`src/rtl/mul_add_pkg.sv`:
```
// Shared types and helpers for the sequential multiply-add unit.
// Contents: state encoding (IDLE/RUN/DONE, 2 bits) and the step-counter width helper.
// Optional feature macro used by the files that import this package: MUL_ADD_SIGNED_EN.
package mul_add_pkg;

  localparam int unsigned N_DEFAULT = 4;
  localparam int unsigned M_DEFAULT = 4;

  typedef enum logic [1:0] {
    IDLE = 2'd0,
    RUN  = 2'd1,
    DONE = 2'd2
  } state_e;

  // Step counter width: $clog2(M), never less than one bit.
  function automatic int unsigned cnt_width(input int unsigned m);
    return (m > 1) ? $clog2(m) : 1;
  endfunction

endpackage

```
`src/rtl/mul_add_seq_if.sv`:
```
// Start/ready/valid handshake bundle between the controller and the multiply-add unit.
// Signals: start, x[N], y[M], c[N], is_int (MUL_ADD_SIGNED_EN only) from the master;
//          ready, valid, m[N+M] from the slave.
interface mul_add_seq_if #(
  parameter int unsigned N = 4,
  parameter int unsigned M = 4
) ();

  logic             start;
  logic [N-1:0]     x;
  logic [M-1:0]     y;
  logic [N-1:0]     c;
`ifdef MUL_ADD_SIGNED_EN
  logic             is_int;
`endif
  logic             ready;
  logic             valid;
  logic [N+M-1:0]   m;

  modport master (
`ifdef MUL_ADD_SIGNED_EN
    output is_int,
`endif
    output start, x, y, c,
    input  ready, valid, m
  );

  modport slave (
`ifdef MUL_ADD_SIGNED_EN
    input  is_int,
`endif
    input  start, x, y, c,
    output ready, valid, m
  );

endinterface

```
`src/rtl/mul_add_seq_add.sv`:
```
// Parametrised ripple adder used as the single datapath adder.
// Ports: x, y (W-bit operands), c_in (carry in), s (W-bit sum),
//        c_out (carry out), ow (two's complement overflow).
module add #(
  parameter int unsigned W = 8
) (
  input  logic [W-1:0] x,
  input  logic [W-1:0] y,
  input  logic         c_in,
  output logic [W-1:0] s,
  output logic         c_out,
  output logic         ow
);

  logic [W:0] w_full;

  assign w_full = {1'b0, x} + {1'b0, y} + {{W{1'b0}}, c_in};
  assign s      = w_full[W-1:0];
  assign c_out  = w_full[W];
  // Overflow when both operands share a sign that the sum does not.
  assign ow     = (x[W-1] == y[W-1]) && (s[W-1] != x[W-1]);

endmodule

```
`src/rtl/mul_add_seq.sv`:
```
// Sequential multiply-add: m = x*y + c, one shift-and-add step per multiplier bit.
// Ports: clock, reset_n (async, active-low), bus (mul_add_seq_if.slave).
// Optional: MUL_ADD_SIGNED_EN adds is_int (two's complement operands; MSB step subtracts).
module mul_add_seq
  import mul_add_pkg::*;
#(
  parameter int unsigned N = N_DEFAULT,
  parameter int unsigned M = M_DEFAULT
) (
  input  logic          clock,
  input  logic          reset_n,
  mul_add_seq_if.slave  bus
);

  localparam int unsigned W  = N + M;
  localparam int unsigned CW = cnt_width(M);

  state_e          r_state;
  state_e          w_state_nxt;
  logic            r_ready;
  logic            r_valid;
  logic [N-1:0]    r_x;
  logic [M-1:0]    r_y;
  logic [W-1:0]    r_acc;
  logic [CW-1:0]   r_cnt;
  logic [W-1:0]    r_m;
  logic            w_accept;
  logic            w_last;
  logic [W-1:0]    w_x_ext;
  logic [W-1:0]    w_c_ext;
  logic [W-1:0]    w_term;
  logic [W-1:0]    w_add_b;
  logic            w_cin;
  logic [W-1:0]    w_sum;
  logic            w_unused_c_out;
  logic            w_unused_ow;
`ifdef MUL_ADD_SIGNED_EN
  logic            r_is_int;
  logic            w_sub;
`endif

  // Next state; start only counts when the unit is ready.
  always_comb begin
    w_state_nxt = r_state;
    w_accept    = 1'b0;
    w_last      = 1'b0;
    case (r_state)
      IDLE, DONE: begin
        if (bus.start) begin
          w_accept    = 1'b1;
          w_state_nxt = RUN;
        end
      end
      RUN: begin
        if (r_cnt == CW'(M - 1)) begin
          w_last      = 1'b1;
          w_state_nxt = DONE;
        end
      end
      default: w_state_nxt = IDLE;
    endcase
  end

  // State register; ready/valid are registered decodes of the next state.
  always_ff @(posedge clock or negedge reset_n) begin
    if (!reset_n) begin
      r_state <= IDLE;
      r_ready <= 1'b1;
      r_valid <= 1'b0;
    end else begin
      r_state <= w_state_nxt;
      r_ready <= (w_state_nxt != RUN);
      r_valid <= (w_state_nxt == DONE);
    end
  end

  // Operand extension: sign extension only for integer operands.
`ifdef MUL_ADD_SIGNED_EN
  assign w_x_ext = r_is_int   ? {{M{r_x[N-1]}}, r_x}   : {{M{1'b0}}, r_x};
  assign w_c_ext = bus.is_int ? {{M{bus.c[N-1]}}, bus.c} : {{M{1'b0}}, bus.c};
  // The multiplier MSB carries negative weight in integer mode.
  assign w_sub   = r_is_int && (r_cnt == CW'(M - 1));
`else
  assign w_x_ext = {{M{1'b0}}, r_x};
  assign w_c_ext = {{M{1'b0}}, bus.c};
`endif

  assign w_term = w_x_ext << r_cnt;

  // Adder operand select: term, inverted term (+1 carry) for subtract, or zero.
  always_comb begin
    w_add_b = '0;
    w_cin   = 1'b0;
    if (r_y[r_cnt]) begin
`ifdef MUL_ADD_SIGNED_EN
      if (w_sub) begin
        w_add_b = ~w_term;
        w_cin   = 1'b1;
      end else begin
        w_add_b = w_term;
      end
`else
      w_add_b = w_term;
`endif
    end
  end

  add #(.W(W)) u_add (
    .x     (r_acc),
    .y     (w_add_b),
    .c_in  (w_cin),
    .s     (w_sum),
    .c_out (w_unused_c_out),
    .ow    (w_unused_ow)
  );

  // Operand latch, accumulator, step counter and result register.
  always_ff @(posedge clock or negedge reset_n) begin
    if (!reset_n) begin
      r_x      <= '0;
      r_y      <= '0;
      r_acc    <= '0;
      r_cnt    <= '0;
      r_m      <= '0;
`ifdef MUL_ADD_SIGNED_EN
      r_is_int <= 1'b0;
`endif
    end else if (w_accept) begin
      r_x      <= bus.x;
      r_y      <= bus.y;
      r_acc    <= w_c_ext;
      r_cnt    <= '0;
`ifdef MUL_ADD_SIGNED_EN
      r_is_int <= bus.is_int;
`endif
    end else if (r_state == RUN) begin
      r_acc <= w_sum;
      r_cnt <= r_cnt + CW'(1);
      if (w_last) begin
        r_m <= w_sum;
      end
    end
  end

  assign bus.ready = r_ready;
  assign bus.valid = r_valid;
  assign bus.m     = r_m;

endmodule

```
`src/flat_wrapper.sv`:
```
// flat-port wrapper written by rule: the top's interface ports become plain ports
module mul_add_seq_flat import mul_add_pkg::*;
#(
  parameter int unsigned N = N_DEFAULT,
  parameter int unsigned M = M_DEFAULT
)
  (clock, reset_n, bus_start, bus_x, bus_y, bus_c, bus_ready, bus_valid, bus_m);
  mul_add_seq_if #(.N(N), .M(M)) bus_i ();
  input  logic clock;
  input  logic reset_n;
  input wire logic [$bits(bus_i.start)-1:0] bus_start;
  input wire logic [$bits(bus_i.x)-1:0] bus_x;
  input wire logic [$bits(bus_i.y)-1:0] bus_y;
  input wire logic [$bits(bus_i.c)-1:0] bus_c;
  output wire logic [$bits(bus_i.ready)-1:0] bus_ready;
  output wire logic [$bits(bus_i.valid)-1:0] bus_valid;
  output wire logic [$bits(bus_i.m)-1:0] bus_m;
  assign bus_i.start = bus_start;
  assign bus_i.x = bus_x;
  assign bus_i.y = bus_y;
  assign bus_i.c = bus_c;
  assign bus_ready = bus_i.ready;
  assign bus_valid = bus_i.valid;
  assign bus_m = bus_i.m;
  mul_add_seq #(.N(N), .M(M)) u_core (.clock(clock), .reset_n(reset_n), .bus(bus_i));
endmodule
```
`config.mk`:
```
export PLATFORM = sky130hd
export DESIGN_NAME = mul_add_seq_flat
export DESIGN_NICKNAME = d
export VERILOG_FILES = /design/src/rtl/mul_add_pkg.sv /design/src/rtl/mul_add_seq_if.sv /design/src/rtl/mul_add_seq_add.sv /design/src/rtl/mul_add_seq.sv /design/src/flat_wrapper.sv
export SDC_FILE = /design/constraint.sdc
export NUM_CORES = 1
export LEC_CHECK = 0
export ABC_AREA = 1
export CAP_MARGIN = 20
export CORE_MARGIN = 2
export CORE_UTILIZATION = 40
export CTS_CLUSTER_SIZE = 20
export DETAILED_ROUTE_END_ITERATION = 8
export SLEW_MARGIN = 20
export SYNTH_ARGS = -nofsm -noshare
export SYNTH_HDL_FRONTEND = slang
export SYNTH_HIERARCHICAL = 1
export SYNTH_SLANG_ARGS = --single-unit
```
`constraint.sdc`:
```
create_clock -name clock -period 2.48 [get_ports clock]
set_input_delay 0.248 -clock clock [delete_from_list [all_inputs] [get_ports clock]]
set_output_delay 0.248 -clock clock [all_outputs]
set_load 0.03 [all_outputs]
```
==> summary.txt, run 1 <==
Finish
  • Nets: roughly 270
  • N_diodes: 0
  • Fillcell total: about 430
  • Ratio of cells with drive above 1 in the final layout: about a fifth
  • Non-Filler Instances: around 300
  • Multi-input logic area: 876 um2
  • Register area: around 750 um2
  • Area Growth Syn to Fin: 21.3%
  • Layout Utilization: around half

Place
  • RD Place Congestion: ~0.78
  • Placed wire-length estimate: 2.45 mm
  • Placed Cells: approximately 290
  • IO buf count: 24
  • Worst slack, placed: roughly 0.08 ns

Synthesis
  • Syn Area/Cell: ~8.5 um2
  • Synthesized area: 0.00180 mm2
  • Yosys warns: 6
  • Post-Synthesis Cells: around 210

Route
  • DR WL/cell: between 10 and 15 um
  • Final WL: roughly 3.2 mm
  • Routed wl met3: 135 um
  • Detailed Route Iter0 Violations: between 70 and 80
  • Drt drc: 0
  • Total number of vias: 1,330
  • Met1 Routed Length: ~1.6 mm
  • TritonRoute pass-1 iters: 4
  • Max Used Layer: met4
  • ANT nets after route: 0
  • DR WL met2: ~1.4 mm
  • Via/cell ratio: ~4.5

Global route
  • First-pass GRT wire length: approximately 5.8 mm
  • Largest net degree at the start of global routing: 31
  • GRT Util Overall: ~15%
  • Total gr overflow: 0
  • Initial antenna violation count: 0
  • Vias in the first global route: about 1,300

Clocking
  • Root Driver: clkbuf_8
  • # H-tree levels: 2
  • TritonCTS clock tree: done
  • Clock Latency Late Sink: approximately 0.28 ns
  • CTS Buffer Depth: 2
  • Clock sink total: 30
  • Clock transition at path regs: ~0.07 ns
  • Hold Buf Count CTS: 0
  • CTS Buf Count: 5

Timing
  • Slew Viols, Final: 0
  • Final setup vio count: 0
  • Final worst slack: between 0.15 and 0.2 ns
  • Max Freq: approximately 0.44 GHz
  • Crit share post-route: 92.1%
  • Setup_tns: 0 ns
  • Final Critical Period: ~2.3 ns
  • Clock skew: approximately 0.010 ns
  • RSZ-0062 raised after global routing: false
  • Hold Vio Cnt, Final: 0

Setup path
  • R2R depth: 13
  • Max incr delay on CP: 0.46 ns
  • CP delay by family, top: adder cells
  • Largest fanout on the critical path: 7
  • Cell Chain, Critical Path: inv_1 > nand2_1 > nand3_1 > nor3_2 > fa_1 > fa_2 > nand3_1 > nand2_1 > nand2_1 > a21o_1 > nand2_1 > inv_1 > o21ai_0
  • Reg-to-reg setup timing slack: between 0.15 and 0.2 ns
  • Worst R2R Start: u_core/r_cnt[0]$_DFFE_PN0P_
  • CP max stage cell: fa_1
  • Crit path top cell by count: nand2_1
  • Crit path arrival time: about 2.5 ns
  • Buf/Inv on CP: 2
  • Worst setup SP type: register
  • Critical path class: register to register
  • Worst Setup End Kind: register
  • Crit path required time: approximately 2.6 ns
  • Worst r2r dst: u_core/r_acc[6]$_DFFE_PN0P_

Outcome
  • Status: completed

Power and ir drop
  • Pint: 1.69 mW
  • Clock Power Share: around 13%
  • Reg power frac: between 20% and 30%
  • Leakage: ~1.1 nW
  • Power density over the cells: 1450 mW/mm2
  • Logic pwr share: between 50% and 60%
  • Switching power: 1.49 mW
  • Max IR drop VDD: 0.491 mV
  • Sw Ratio: a little under half
  • Overall power: between 3 and 4 mW

Die
  • Initial cell density of the core: between 40% and 50%
  • Die W: 71.1 um
  • Core area: about 0.0044 mm2
  • Ports: 25
  • Die area: between 0.005 and 0.006 mm2
  • FP Rows: 24
  • Die Y: about 70 um

Run
  • Max_cap viols: 0

Min path
  • Hold Crit Class: input pin to asynchronous set/reset pin
routing by layer:
layer	vias up	track usage, %
met5	-	0
met4	0	6.29
met3	5	4.42
met2	25	23.5
met1	578	18.7
li1	722	-
cells in the final DEF, fill, tap and decap left out, types with 3 or more instances in the layout:
cell type / count
nand3_2: 3
o21ai_0: 6
nand2_2: 7
nand2_1: 62
o21ai_2: 16
clkbuf_8: 6
inv_1: 29
clkdlybuf4s50_1: 24
nand3_1: 18
buf_4: 4
ha_1: 8
nor2_1: 3
dfrtp_1: 27
power by group through the flow:
stage               logic, mW  registers [mW]  clock network (mW)
CTS                      1.88           0.892               0.414
floorplan                1.35           0.994                   0
global placement         1.86           0.894                   0
global route             2.14           0.924               0.432
finish                   1.88           0.891               0.400
detailed placement       1.88           0.898                   0
worst max-delay path by stage:
| stage | cells after the start | endpoint | slack, ns | start |
|---|---|---|---|---|
| after floorplan | 13 | u_core/r_acc[6]$_DFFE_PN0P_ | 0.28 | u_core/r_cnt[0]$_DFFE_PN0P_ |
| after global routing | 13 | u_core/r_acc[6]$_DFFE_PN0P_ | 0.02 | u_core/r_cnt[0]$_DFFE_PN0P_ |
| after CTS | 12 | u_core/r_acc[6]$_DFFE_PN0P_ | 0.08 | u_core/r_cnt[1]$_DFFE_PN0P_ |
| final | 13 | u_core/r_acc[6]$_DFFE_PN0P_ | 0.19 | u_core/r_cnt[0]$_DFFE_PN0P_ |
| after global placement | 12 | u_core/r_acc[6]$_DFFE_PN0P_ | 0.17 | u_core/r_cnt[1]$_DFFE_PN0P_ |
| after detailed placement | 12 | u_core/r_acc[6]$_DFFE_PN0P_ | 0.08 | u_core/r_cnt[1]$_DFFE_PN0P_ |
registers in the layout, summed over array words and instances (netlist names):
name and cells:
u_core/r_y 4, u_core/bus.valid 1, u_core/r_state 2, u_core/r_x 4, u_core/bus.ready 1, u_core/r_acc 8, u_core/r_cnt 2, u_core/bus.m 8
worst register-to-register path: stages (launching register included):
cell and delay (ns):
dfrtp_2 0.44, inv_1 0.08, nand2_1 0.05, nand3_1 0.12, nor3_2 0.07, fa_1 0.46, fa_2 0.37, nand3_1 0.09
nand2_1 0.08, nand2_1 0.10, a21o_1 0.12, nand2_1 0.04, inv_1 0.07, o21ai_0 0.09
stage by stage:
stage          hold WS (ns)  instance area (um2)
6_report              0.348                 2180
5_1_grt               0.395                 2180
4_1_cts               0.365                 2170
3_5_place_dp          0.468                 2080
3_3_place_gp          0.464                 2080
2_1_floorplan       -0.0476                 1810
repair_timing:
action,4_1_cts,5_1_grt
setup buffers,0,1
gates resized for setup,0,4
setup endpoints to repair,0,4
final cells by class:
class / instances / share of cell area, %
sequential: 30 / 34.5
tap: 52 / 2.98
clock buffer: 8 / 4.12
inverter: 33 / 5.90
multi-input combinational: 144 / 40.1
timing repair buffer: 28 / 12.4
(Power assumes the default switching activity.)
==> run 2: changes to the inputs <==
- GPL_TIMING_DRIVEN: unset -> 0
==> run 2 against run 1 <==
Effect of this change: flip-flop and latch count is the same; utilization grew 1.3 points; first-iteration DRC count shrank 12%; via count grew 3.0%; combinational power grew 5%; register-to-register slack gained 0.02 ns; final cell count grew 0.68%; fmax grew 1.0%; final area grew 2.6%; sequential share of layout area shrank 0.94 points; global-route usage grew 0.45 points; wire length grew 0.53%; critical path type unchanged; largest cell class unchanged; largest power group unchanged; highest routed layer unchanged.
==> summary.txt, run 2 (synthesized netlist as in run 1, its figures left out) <==
Route
  • TritonRoute pass-1 iters: 4
  • Drt drc: 0
  • Detailed Route Iter0 Violations: 69
  • ANT nets after route: 0
  • Final WL: approximately 3.2 mm
  • DR WL/cell: 10.9 um
  • Via/cell ratio: approximately 4.6
  • Total number of vias: between 1,000 and 1,500

Clocking
  • CTS Buffer Depth: 2
  • Clock transition at path regs: ~0.060 ns
  • Root Driver: clkbuf_8
  • Clock Latency Late Sink: 0.27 ns
  • TritonCTS clock tree: done
  • Clock sink total: 30
  • Hold Buf Count CTS: 0
  • CTS Buf Count: 5
  • # H-tree levels: 2

Timing
  • Slew headroom: between 50% and 60%
  • RSZ-0062 raised after global routing: false
  • Slew Viols, Final: 0
  • Hold Vio Cnt, Final: 0
  • Final Critical Period: ~2.3 ns
  • Fin Hold WS: just over 0.005 ns
  • Crit share post-route: around 91%
  • Clock skew: ~0.0046 ns
  • Final setup vio count: 0
  • Max Freq: 0.442 GHz
  • Least-Margin Pin Slew: ~0.67 ns

Die
  • Die W: slightly above 70 um
  • Core area: between 0.004 and 0.005 mm2
  • Die Y: just over 70 um
  • Initial cell density of the core: a little over 40%
  • FP Rows: 24
  • Ports: 25
  • Die area: a little over 0.005 mm2

Setup path
  • Reg-to-reg setup timing slack: 0.22 ns
  • Largest fanout on the critical path: 10
  • Worst R2R Start: u_core/r_cnt[0]$_DFFE_PN0P_
  • Worst r2r dst: u_core/r_acc[6]$_DFFE_PN0P_
  • Crit path required time: approximately 2.6 ns
  • Setup crit start: u_core/r_cnt[0]$_DFFE_PN0P_
  • Worst Setup End Kind: register
  • Worst Setup EP: u_core/r_acc[6]$_DFFE_PN0P_
  • Crit path arrival time: about 2.4 ns
  • Critical path class: register to register
  • R2R depth: 13
  • Worst setup SP type: register

Global route
  • Vias in the first global route: between 1,000 and 1,500
  • Total gr overflow: 0
  • Initial antenna violation count: 0
  • First-pass GRT wire length: 6.01 mm
  • GRT Util Overall: roughly 15%
  • Largest net degree at the start of global routing: 31

Finish
  • N_diodes: 0
  • Most frequent cells in the layout: nand2_1, dfrtp_1, inv_1
  • Layout Utilization: between 50 and 60%
  • Area Growth Syn to Fin: 24.4%
  • Most common cell after layout, fill and taps aside: nand2_1
  • Ratio of cells with drive above 1 in the final layout: roughly a quarter
  • Fin area: about 0.0022 mm2
  • Nets: between 200 and 300
  • Fillcell total: 440
  • Non-Filler Instances: roughly 300

Place
  • IO buf count: 24
  • Placed wire-length estimate: 2.54 mm
  • RD Place Congestion: approximately 0.75
  • Placed cell area: 0.00211 mm2
  • Placed Cells: between 200 and 300

Outcome
  • Status: completed

Min path
  • Hold Crit Class: input pin to asynchronous set/reset pin

Power and ir drop
  • Power density over the cells: between 1000 and 1500 mW/mm2
  • Max IR drop VDD: a little over 0.5 mV
  • Leakage: between 1 and 1.5 nW

Run
  • Max_cap viols: 0
==> run 2: changes by cell type in the layout (fill, tap and decap cells not counted), moves of 2 or more <==
| cell | delta |
|---|---|
| buf_6 | +4 |
| buf_4 | -3 |
| clkbuf_1 | -2 |
| clkbuf_8 | +2 |
| inv_1 | -2 |
| inv_2 | +2 |
==> run 2: layer usage <==
layer	global-route usage, %	routed length, um	up-vias
met1	20.5	1550	608
met5	0	0	-
met3	2.99	120	4
li1	-	-	733
met2	24.3	1520	25
met4	5.66	33	0
==> run 2: worst min path at each step <==
| stage | endpoint | start | depth (start not counted) | slack (ns) |
|---|---|---|---|---|
| floorplan | u_core/bus.m[0]$_DFFE_PN0P_ | reset_n | 0 | -0.05 |
| global route | u_core/r_y[1]$_DFFE_PN0P_ | reset_n | 1 | 0.06 |
| CTS | u_core/r_y[1]$_DFFE_PN0P_ | reset_n | 1 | 0.03 |
| finish | u_core/r_y[1]$_DFFE_PN0P_ | reset_n | 1 | 0.005 |
| detailed placement | u_core/r_y[1]$_DFFE_PN0P_ | reset_n | 1 | 0.33 |
| global placement | u_core/bus.m[1]$_DFFE_PN0P_ | u_core/bus.m[1]$_DFFE_PN0P_ | 2 | 0.47 |
==> run 2: what timing repair did <==
action	4_1_cts	5_1_grt
resized for setup	3	6
endpoints found under the hold margin	0	0
endpoints found under the setup margin	1	3
buffers inserted	1	0
==> run 2: layout make-up <==
| class | instances | area, um2 | area share (%) |
|---|---|---|---|
| clock buffer | 8 | 110 | 4.91 |
| tap | 52 | 65.1 | 2.90 |
| multi-input combinational | 144 | 882 | 39.3 |
| sequential | 30 | 753 | 33.6 |
| inverter | 33 | 129 | 5.75 |
| buffer | 5 | 60.1 | 2.68 |
| timing repair buffer | 25 | 243 | 10.8 |
==> run 2: metrics by stage <==
| step | power, mW | setup TNS, ns | setup WS [ns] |
|---|---|---|---|
| final | 3.27 | 0 | 0.218 |
| after global routing | 3.62 | 0 | 0.0308 |
| after CTS | 3.30 | 0 | 0.000948 |
| after detailed placement | 2.81 | -0.0326 | -0.0326 |
| after global placement | 2.78 | 0 | 0.000806 |
| after floorplan | 2.34 | 0 | 0.279 |
==> run 2: critical path, cell delays in order (launching register included) <==
cell,delay (ns)
dfrtp_1,0.40
buf_6,0.15
nand2_1,0.05
nand3_1,0.14
nor3_2,0.08
fa_2,0.40
fa_2,0.36
nand3_1,0.09
nand2_1,0.09
nand2_1,0.09
a21o_1,0.10
nand2_1,0.05
inv_2,0.08
o21ai_2,0.06
==> run 2: power breakdown <==
group	switching (mW)	internal [mW]
Sequential	0.122	0.734
Combinational	1.19	0.772
Clock	0.169	0.280
Total	1.49	1.79
